`config.mk`:
```
export PLATFORM = sky130hd
export DESIGN_NAME = sd_cmd_ctrl
export DESIGN_NICKNAME = d
export VERILOG_FILES = /design/src/rtl/sd_cmd_ctrl.sv
export SDC_FILE = /design/constraint.sdc
export NUM_CORES = 1
export LEC_CHECK = 0
export ABC_AREA = 1
export BUFFER_PORTS_ARGS = -buffer_cell sky130_fd_sc_hd__buf_2
export CAP_MARGIN = 10
export CORE_MARGIN = 2
export CORE_UTILIZATION = 53
export DETAILED_ROUTE_END_ITERATION = 6
export PLACE_DENSITY_LB_ADDON = 0.25
export SLEW_MARGIN = 20
export SYNTH_ARGS = -nofsm -noshare
export SYNTH_HDL_FRONTEND = slang
export SYNTH_SLANG_ARGS = --single-unit
export TNS_END_PERCENT = 30
```
`constraint.sdc`:
```
create_clock -name clk_i -period 10.4 [get_ports clk_i]
set_clock_uncertainty 0.2 [all_clocks]
set_input_delay 1.04 -clock clk_i [delete_from_list [all_inputs] [get_ports clk_i]]
set_output_delay 1.04 -clock clk_i [all_outputs]
set_load 0.005 [all_outputs]
```
`src/rtl/sd_cmd_ctrl.sv`:
```
// ----------------------------------------------------------------------------
// sd_cmd_ctrl
//   Sequencer for the SD CMD line. Divides clk_i down to SDCLK, serialises a
//   48-bit command frame with a serially computed CRC7, waits for the card's
//   response start bit, shifts the response in (48 or 136 bits), checks the
//   CRC7 of 48-bit R1-type responses and reports timeout / CRC status.
//
//   Optional feature macro: SD_CMD_PWRUP_CLK_EN
//     defined   : after reset the FSM runs SDCLK for 74 cycles with CMD
//                 released (PWRUP) before entering IDLE.
//     undefined : reset lands directly in IDLE.
//
//   Handshake: a command is accepted on a clk_i edge where cmd_valid_i and
//   cmd_ready_o are both 1. cmd_ready_o is 1 only while idle and drops the
//   cycle after an accept; cmd_valid_i is ignored otherwise. rsp_valid_o is a
//   single-cycle pulse with no back-pressure; status/data are held until the
//   next response is reported.
//
// Ports
//   clk_i, rst_i           system clock, asynchronous active-high reset
//   cmd_valid_i/ready_o    command request handshake
//   cmd_index_i, cmd_arg_i command index (6b) and argument (32b)
//   rsp_type_i             00 none, 01 48b+CRC, 10 136b, 11 48b no CRC
//   rsp_valid_o            transaction finished pulse
//   rsp_data_o             48b: {88'b0, bits[47:8]}; 136b: bits[127:0]
//   rsp_crc_err_o          CRC7 mismatch (type 01 only)
//   rsp_timeout_o          no response start bit in time
//   sdclk_o                SD clock pad
//   cmd_o, cmd_oe_o, cmd_i CMD pad output, output enable, input
// ----------------------------------------------------------------------------
module sd_cmd_ctrl #(
    parameter int CLK_DIV     = 400,
    parameter int RSP_TIMEOUT = 64,
    parameter int NCC_CYCLES  = 8
) (
    input  logic         clk_i,
    input  logic         rst_i,
    input  logic         cmd_valid_i,
    output logic         cmd_ready_o,
    input  logic [5:0]   cmd_index_i,
    input  logic [31:0]  cmd_arg_i,
    input  logic [1:0]   rsp_type_i,
    output logic         rsp_valid_o,
    output logic [127:0] rsp_data_o,
    output logic         rsp_crc_err_o,
    output logic         rsp_timeout_o,
    output logic         sdclk_o,
    output logic         cmd_o,
    output logic         cmd_oe_o,
    input  logic         cmd_i
);

    localparam int HALF = CLK_DIV / 2;
    localparam int DW   = $clog2(HALF + 1);
    localparam int TW   = $clog2(RSP_TIMEOUT + 1);

    typedef enum logic [2:0] {
        S_IDLE, S_SEND, S_WAIT, S_RECV, S_NCC, S_PWRUP
    } state_t;

`ifdef SD_CMD_PWRUP_CLK_EN
    localparam state_t RST_STATE = S_PWRUP;
    localparam logic [7:0] PWRUP_RISES = 8'd74;
`else
    localparam state_t RST_STATE = S_IDLE;
`endif

    state_t          state_q, state_d;
    logic [DW-1:0]   div_q, div_d;
    logic            sdclk_q, sdclk_d;
    logic [39:0]     tx_q, tx_d;
    logic [6:0]      crc_q, crc_d;
    logic [1:0]      type_q, type_d;
    logic [7:0]      cnt_q, cnt_d;
    logic [TW-1:0]   to_cnt_q, to_cnt_d;
    logic [127:0]    rx_q, rx_d;
    logic [6:0]      rx_crc_q, rx_crc_d;
    logic            crc_err_q, crc_err_d;
    logic            to_err_q, to_err_d;
    logic            cmd_q, cmd_d;
    logic            oe_q, oe_d;
    logic            ready_q, ready_d;
    logic            valid_q, valid_d;
    logic [127:0]    data_o_q, data_o_d;
    logic            crc_o_q, crc_o_d;
    logic            to_o_q, to_o_d;

    logic            clk_run, tick, rise_stb, fall_stb, accept;
    logic [7:0]      rx_last;
    logic [127:0]    rx_shift;

    // One serial CRC7 step, polynomial x^7 + x^3 + 1.
    function automatic logic [6:0] crc7_step(input logic [6:0] c, input logic b);
        logic fb;
        fb = b ^ c[6];
        return {c[5:0], 1'b0} ^ {3'b000, fb, 2'b00, fb};
    endfunction

    // SDCLK runs in every state except IDLE. The strobes mark the clk_i edge
    // on which sdclk_o rises or falls.
    assign clk_run  = (state_q != S_IDLE);
    assign tick     = clk_run && (div_q == DW'(HALF - 1));
    assign rise_stb = tick && !sdclk_q;
    assign fall_stb = tick && sdclk_q;
    // ready_q guards the first cycle after reset, when state is already IDLE.
    assign accept   = (state_q == S_IDLE) && cmd_valid_i && ready_q;
    // Index of the last response bit; the start bit is bit count 0.
    assign rx_last  = (type_q == 2'b10) ? 8'd135 : 8'd47;
    assign rx_shift = {rx_q[126:0], cmd_i};

    // State and datapath registers.
    always_ff @(posedge clk_i or posedge rst_i) begin
        if (rst_i) begin
            state_q   <= RST_STATE;
            div_q     <= '0;
            sdclk_q   <= 1'b0;
            tx_q      <= '0;
            crc_q     <= '0;
            type_q    <= '0;
            cnt_q     <= '0;
            to_cnt_q  <= '0;
            rx_q      <= '0;
            rx_crc_q  <= '0;
            crc_err_q <= 1'b0;
            to_err_q  <= 1'b0;
            cmd_q     <= 1'b1;
            oe_q      <= 1'b0;
            ready_q   <= 1'b0;
            valid_q   <= 1'b0;
            data_o_q  <= '0;
            crc_o_q   <= 1'b0;
            to_o_q    <= 1'b0;
        end else begin
            state_q   <= state_d;
            div_q     <= div_d;
            sdclk_q   <= sdclk_d;
            tx_q      <= tx_d;
            crc_q     <= crc_d;
            type_q    <= type_d;
            cnt_q     <= cnt_d;
            to_cnt_q  <= to_cnt_d;
            rx_q      <= rx_d;
            rx_crc_q  <= rx_crc_d;
            crc_err_q <= crc_err_d;
            to_err_q  <= to_err_d;
            cmd_q     <= cmd_d;
            oe_q      <= oe_d;
            ready_q   <= ready_d;
            valid_q   <= valid_d;
            data_o_q  <= data_o_d;
            crc_o_q   <= crc_o_d;
            to_o_q    <= to_o_d;
        end
    end

    // Next-state logic.
    always_comb begin
        state_d = state_q;
        case (state_q)
            S_IDLE: if (accept) state_d = S_SEND;
            S_SEND: if (fall_stb && cnt_q == 8'd48)
                        state_d = (type_q == 2'b00) ? S_NCC : S_WAIT;
            S_WAIT: if (rise_stb) begin
                        if (!cmd_i)
                            state_d = S_RECV;
                        else if (to_cnt_q == TW'(RSP_TIMEOUT - 1))
                            state_d = S_NCC;
                    end
            S_RECV: if (rise_stb && cnt_q == rx_last) state_d = S_NCC;
            S_NCC:  if (fall_stb && cnt_q == 8'(NCC_CYCLES - 1)) state_d = S_IDLE;
`ifdef SD_CMD_PWRUP_CLK_EN
            // Leave on the fall that completes the 74th cycle so SDCLK stops low.
            S_PWRUP: if (fall_stb && cnt_q == PWRUP_RISES) state_d = S_IDLE;
`endif
            default: state_d = S_IDLE;
        endcase
    end

    // Datapath: divider, serialiser, deserialiser, counters.
    always_comb begin
        div_d     = div_q;
        sdclk_d   = sdclk_q;
        tx_d      = tx_q;
        crc_d     = crc_q;
        type_d    = type_q;
        cnt_d     = cnt_q;
        to_cnt_d  = to_cnt_q;
        rx_d      = rx_q;
        rx_crc_d  = rx_crc_q;
        crc_err_d = crc_err_q;
        to_err_d  = to_err_q;
        cmd_d     = cmd_q;
        oe_d      = oe_q;

        if (!clk_run) begin
            div_d   = '0;
            sdclk_d = 1'b0;
        end else if (tick) begin
            div_d   = '0;
            sdclk_d = ~sdclk_q;
        end else begin
            div_d   = div_q + 1'b1;
        end

        case (state_q)
            S_IDLE: if (accept) begin
                tx_d      = {2'b01, cmd_index_i, cmd_arg_i};
                type_d    = rsp_type_i;
                crc_d     = '0;
                cnt_d     = '0;
                to_cnt_d  = '0;
                rx_d      = '0;
                rx_crc_d  = '0;
                crc_err_d = 1'b0;
                to_err_d  = 1'b0;
            end
            // cnt_q = number of bits already driven; count 48 is the release fall.
            S_SEND: if (fall_stb) begin
                cnt_d = cnt_q + 8'd1;
                cmd_d = 1'b1;
                oe_d  = 1'b1;
                if (cnt_q < 8'd40) begin
                    cmd_d = tx_q[39];
                    tx_d  = {tx_q[38:0], 1'b0};
                    crc_d = crc7_step(crc_q, tx_q[39]);
                end else if (cnt_q < 8'd47) begin
                    cmd_d = crc_q[6];
                    crc_d = {crc_q[5:0], 1'b0};
                end else if (cnt_q == 8'd48) begin
                    oe_d  = 1'b0;
                    cnt_d = '0;
                end
            end
            S_WAIT: if (rise_stb) begin
                if (!cmd_i) begin
                    rx_d     = rx_shift;
                    rx_crc_d = crc7_step(rx_crc_q, cmd_i);
                    cnt_d    = 8'd1;
                end else if (to_cnt_q == TW'(RSP_TIMEOUT - 1)) begin
                    to_err_d = 1'b1;
                    cnt_d    = '0;
                end else begin
                    to_cnt_d = to_cnt_q + 1'b1;
                end
            end
            S_RECV: if (rise_stb) begin
                rx_d  = rx_shift;
                cnt_d = cnt_q + 8'd1;
                if (cnt_q < 8'd40)
                    rx_crc_d = crc7_step(rx_crc_q, cmd_i);
                if (cnt_q == rx_last) begin
                    cnt_d     = '0;
                    crc_err_d = (type_q == 2'b01) && (rx_crc_q != rx_shift[7:1]);
                end
            end
            S_NCC: if (fall_stb) cnt_d = cnt_q + 8'd1;
`ifdef SD_CMD_PWRUP_CLK_EN
            S_PWRUP: if (rise_stb) cnt_d = cnt_q + 8'd1;
`endif
            default: ;
        endcase
    end

    // Registered handshake/status outputs, decoded from the next state.
    always_comb begin
        ready_d  = (state_d == S_IDLE);
        valid_d  = (state_q == S_NCC) && (state_d == S_IDLE);
        data_o_d = data_o_q;
        crc_o_d  = crc_o_q;
        to_o_d   = to_o_q;
        if (valid_d) begin
            data_o_d = (type_q == 2'b10) ? rx_q : {88'b0, rx_q[47:8]};
            crc_o_d  = crc_err_q;
            to_o_d   = to_err_q;
        end
    end

    assign cmd_ready_o   = ready_q;
    assign rsp_valid_o   = valid_q;
    assign rsp_data_o    = data_o_q;
    assign rsp_crc_err_o = crc_o_q;
    assign rsp_timeout_o = to_o_q;
    assign sdclk_o       = sdclk_q;
    assign cmd_o         = cmd_q;
    assign cmd_oe_o      = oe_q;

endmodule

```
==> results.cfg, run 1 <==
[outcome]
run_status = completed

[timing]
whs_ps = 262
setup-tns-final_ps = 0
relSlewSlack = 0.260
setup_viol = 0
fmax_mhz = 196
hold_violations = 0
rsz0062_at_grt = no
worstMarginPinSlew_ps = 1110
post-route-period-util = 0.492
fin_crit_ps = 5110
maxSlewViolCount = 0

[setup_path]
required_ps = 10600
end_kind = register
cp-start-kind = register
rrSetupSlack_ps = 5290
reg2reg_depth = 15
path_delay_family = simple AND/OR/NAND/NOR gates
cp.depth = 15
crit_path_frequent_cell = nand2_1
r2r_start = type_q[0]$_DFFE_PP0P_
crit_chain = inv_1, nand2_4, buf_4, nand3_1, nand2_1, nand3_2, nand2_1, nand2_1, nor2_1, nand2_1, nor2_4, nand3_4, buf_4, nand2_1, nand2_1
crit_type = reg -> reg
crit_start = type_q[0]$_DFFE_PP0P_
critPathArrivalTime_ps = 5310
critPathBufInv = 3
slowest_delay_ps = 810
r2r_end = rsp_data_o[97]$_DFFE_PP0P_
cp_max_fo = 98
crit_path_top_delay_cell = buf_4

[global_routing]
grt_pass1_vias = 12695
antenna_found_initial = 0
grt_max_degree = 184
grt_pass1_wl_um = 62400
track_usage = 0.239
grt_overflow = 0

[synth]
ys_ff_latch = 347
syn_inst = 1912
ys_seq_area_frac = 0.545
syn-cell-area_sq_um = 15900
ys_top_cells_by_area = dfrtp_1 (54%), nand2_1 (10%), o21ai_0 (7.3%)
netlist-cell-type-count = 36
yosys_warnings = 0
synth_top_cell_by_area = dfrtp_1
syn-num-nets = 1960
yosysTopAreaCellShare = 0.543
synth.avg_cell_area_sq_um = 8.34

[placed_design]
io_buffer_count = 178
place_inst = 2357
place_congestion = 0.853
dpl.hpwl_um = 22300
dpl-instance-area_sq_um = 16800

[clock_network]
clock_sinks = 347
clk_pin_slew_ps = 60
htreeDepth = 2
cts_setup_buffers = 0
cts_buffers = 37
clk_path_buf_depth = 3
insertion_delay_ps = 520
hold_buffers = 0
cts_tree = done
root_buffer = clkbuf_16
post_cts_resized = 0

[routing]
routed_wl_um = 37200
drcViolationCount = 0
vias = 13320
drt-initial-drc-count = 1414
dr.pass1.iters = 5
vias_per_cell = 5.49
postRouteAntennaNets = 0
wl_per_cell_um = 15.3

[cells_and_area]
drive_gt1_frac = 0.135
diodes = 0
final_area_sq_um = 18100
postLayoutCoreUtil = 0.610
final_cells = 2425
final_common_cell = nand2_1
final_cell_mix = nand2_1 (431), dfrtp_1 (346), o21ai_0 (234)
final_nets = 2057
area_growth_pct = 13.4

[floorplanning]
start_util = 0.538
io_pins = 179
chipHeight_um = 177
coreArea_sq_um = 29600
die_x_um = 177
std_cell_rows = 63
die_area_sq_um = 31500

[power_and_ir_drop]
ir_worst_vdd_mv = 0.112
power_leakage_nw = 9.39
p_per_area_nw_per_um2 = 163

[flow_run]
maxCapViolCount = 0

[worst_hold_path]
hold_start = rsp_data_o[98]$_DFFE_PP0P_
hold_path_end = rsp_data_o[98]$_DFFE_PP0P_
worstHoldPathCells = 2
hold_class = reg -> reg
where the power goes:
| part | leakage (nW) | internal (mW) | total (mW) | switching (mW) |
|---|---|---|---|---|
| Sequential | 4.56 | 1.43 | 1.48 | 0.0472 |
| Combinational | 4.27 | 0.0691 | 0.212 | 0.143 |
| Clock | 0.559 | 0.738 | 1.27 | 0.529 |
final cells by class:
class	count	area, sq um
clock buffers	52	1020
clock inverters	13	130
fillers	2646	11600
inverters	215	811
multi-input cells	1214	5860
flip-flops and latches	347	8680
well taps	390	488
repair buffers	194	1080
layer usage:
layer	up-vias	GRT usage	share of wire	wire (um)
met5	-	0	0	0
met4	0	0.0676	0.023	842
met3	66	0.0362	0.048	1800
met2	351	0.371	0.47	17300
met1	6433	0.350	0.46	17200
li1	6470	-	-	-
sequential cells by signal (all words and copies together), names as in the netlist, 2 cells and up:
register,cells
rsp_data_o,128
rx_q,128
tx_q,40
cnt_q,8
div_q,8
crc_q,7
rx_crc_q,7
to_cnt_q,7
state_q,3
type_q,2
how the worst max path moves through the flow:
stage / end / slack, ps
floorplan: cmd_oe_o$_DFFE_PP0P_ / 4520
global placement: rsp_data_o[32]$_DFFE_PP0P_ / 5520
detailed placement: rsp_data_o[103]$_DFFE_PP0P_ / 5420
CTS: rsp_data_o[97]$_DFFE_PP0P_ / 5380
global route: rsp_data_o[103]$_DFFE_PP0P_ / 4800
finish: rsp_data_o[97]$_DFFE_PP0P_ / 5290
cells by family after synthesis:
family          Yosys count  synth area share
compound gates          299             0.101
flops                   347             0.545
simple gates            894             0.251
xor+xnor                 17           0.00934
fa+ha+maj                 4           0.00314
buf+inv                 351            0.0906
worst min-delay path: cells and delay by family, from the launching register on:
kind	cells	cell delay, ps
DFF	1	340
and+or+nand+nor	2	90
synthesized netlist by cell type, drive strengths merged:
cell and instances:
or2 1, nand3 168, clkinv 1, a21oi 14
xor2 11, and3 1, o21a 2, xnor2 6
a31oi 4, o211ai 37, a211oi 1, nand4 139
nor2 135, dfstp 1, dfrtp 346, nor4 2
o21ai 238, o31ai 3, buf 56, inv 214
ha 4, nor3 12, clkbuf 80, nand2 434
nor3b 2
through the flow:
| stage | total power, mW | setup slack (ps) |
|---|---|---|
| 2_1_floorplan | 1.65 | 4520 |
| 3_3_place_gp | 1.70 | 5520 |
| 3_5_place_dp | 1.71 | 5420 |
| 4_1_cts | 2.98 | 5380 |
| 5_1_grt | 3.09 | 4800 |
| 6_report | 2.95 | 5290 |
(Power assumes the default switching activity.)
==> inputs of run 2 (changes only) <==
CORE_UTILIZATION = 59   (was 53)
clock period = 4.96 ns   (was 10.4 ns; I/O delays follow)
==> run 2 against run 1 <==
Total power rose by 110%. Count of clock-buffer cells in the layout decreased by 2. Critical endpoint is now rsp_data_o[69]$_DFFE_PP0P_. Critical path depth unchanged. Non-clock buffer count is 4 higher. Worst setup slack lost 4200 ps. Register-to-register slack got worse by 4200 ps. Maximum frequency is 33% higher. Sequential share of layout area rose by 0.087 points. Routed wire length down 1.1%. Die area decreased by 10%. Highest routed layer unchanged. Global-route usage up 2.7 points. Critical path type unchanged. Cell area decreased by 0.18%.
==> results.cfg, run 2 (synthesis results as in run 1) <==
[clock_network]
cts_tree = done
hold_buffers = 2
clock_sinks = 347
post_cts_resized = 0
insertion_delay_ps = 510
root_buffer = clkbuf_16
htreeDepth = 2
cts_buffers = 36
clk_pin_slew_ps = 70
cts_setup_buffers = 0
clk_path_buf_depth = 3

[placed_design]
dpl-instance-area_sq_um = 16900
place_congestion = 0.906
io_buffer_count = 178
place_inst = 2313
dpl.hpwl_um = 22300

[setup_path]
crit_chain = ha_1, nand2_1, inv_1, nand2_1, nor2_1, nand3_1, nand2_1, nand2_1, nor2_1, nand2_1, nor2_4, nand3_4, buf_4, nand2_1, nand2_1
rrSetupSlack_ps = 1110
cp_max_fo = 60
r2r_end = rsp_data_o[69]$_DFFE_PP0P_
crit_type = reg -> reg
cp-start-kind = register
reg2reg_depth = 15
crit_path_top_delay_cell = nand3_4
crit_path_frequent_cell = nand2_1
end_kind = register
required_ps = 5160
critPathArrivalTime_ps = 4040
slowest_delay_ps = 740
r2r_start = div_q[0]$_DFF_PP0_

[routing]
dr.pass1.iters = 5
postRouteAntennaNets = 0
drt-initial-drc-count = 1408
vias = 13448
vias_per_cell = 5.65
drcViolationCount = 0
routed_wl_um = 36700
wl_per_cell_um = 15.4

[floorplanning]
die_x_um = 168
io_pins = 179
std_cell_rows = 60
chipHeight_um = 168
coreArea_sq_um = 26700
die_area_sq_um = 28400
start_util = 0.597

[power_and_ir_drop]
ir_worst_vdd_mv = 0.230
p_sw_frac = 0.243
power_leakage_nw = 9.40
p_seq_frac = 0.499
p_sw_mw = 1.51
p_comb_frac = 0.072
p_clk_frac = 0.428
p_per_area_nw_per_um2 = 344
p_total_mw = 6.20
p_int_mw = 4.69

[global_routing]
track_usage = 0.265
grt_max_degree = 147
antenna_found_initial = 2
grt_overflow = 0
grt_pass1_vias = 12548
grt_pass1_wl_um = 62500

[cells_and_area]
area_growth_pct = 13.2
drive_gt1_frac = 0.136
final_area_sq_um = 18000
postLayoutCoreUtil = 0.675
final_cell_mix = nand2_1 (431), dfrtp_1 (346), o21ai_0 (234)
final_common_cell = nand2_1
final_nets = 2060
final_cells = 2379

[timing]
worstMarginPinSlew_ps = 1160
fin_crit_ps = 3850
setup_viol = 0
post-route-period-util = 0.775
relSlewSlack = 0.224
hold_violations = 0
rsz0062_at_grt = no
setup-tns-final_ps = 0
maxSlewViolCount = 0
fmax_mhz = 260

[worst_hold_path]
hold_start = rsp_type_i[1]
hold_class = in -> reg
hold_path_end = type_q[1]$_DFFE_PP0P_
worstHoldPathCells = 3

[flow_run]
maxCapViolCount = 0

[outcome]
run_status = completed
[run 2: cell count changes in the layout (fill, tap and decap cells not counted), sizes merged]
cell	before	now
buf	194	196
clkbuf	52	50
clkinvlp	4	5
diode	0	2
dlygate4sd3	0	2
inv	215	213
[run 2: worst max path at each step]
stage	from	to	slack, ps	cells past startpoint
after floorplan	rst_i	cmd_oe_o$_DFFE_PP0P_	-380	1
after global placement	div_q[0]$_DFF_PP0_	rsp_data_o[47]$_DFFE_PP0P_	1280	15
after detailed placement	div_q[0]$_DFF_PP0_	rsp_data_o[69]$_DFFE_PP0P_	1160	15
after CTS	cnt_q[0]$_DFFE_PP0P_	rsp_data_o[69]$_DFFE_PP0P_	1110	13
after global routing	div_q[0]$_DFF_PP0_	rsp_data_o[121]$_DFFE_PP0P_	740	15
final	div_q[0]$_DFF_PP0_	rsp_data_o[69]$_DFFE_PP0P_	1110	15
[run 2: layout make-up]
class	instances	area, sq um
Clock buffer	50	1020
Clock inverter	12	128
Inverter	215	811
Fill cell	2185	8680
Timing Repair Buffer	198	1100
Tap cell	341	427
Sequential cell	347	8680
Antenna cell	2	5.00
Multi-Input combinational cell	1214	5860
[run 2: through the flow]
stage / setup slack (ps) / hold WS [ps]
2_1_floorplan: -380 / 233
3_3_place_gp: 1280 / 243
3_5_place_dp: 1160 / 253
4_1_cts: 1110 / 7.00
5_1_grt: 735 / 8.72
6_report: 1110 / 8.06
[run 2: power groups by stage]
stage,registers (mW),clock network (mW),logic (mW)
global route,3.11,2.82,0.531
CTS,3.09,2.69,0.454
finish,3.10,2.66,0.448
detailed placement,3.14,0,0.445
global placement,3.14,0,0.432
floorplan,3.12,0,0.341
[run 2: worst max-delay path: cells and delay by family, from the launching register on]
| family | cells | cell delay [ps] |
|---|---|---|
| buffers and inverters | 2 | 560 |
| and+or+nand+nor | 12 | 2400 |
| adders and majority gates | 1 | 170 |
| DFF | 1 | 380 |
[run 2: per-layer routing]
layer,vias up,wire (um),track usage
met5,-,0,0
met4,0,974,0.0806
li1,6493,-,-
met1,6457,16300,0.391
met3,81,2050,0.0350
met2,417,17400,0.415
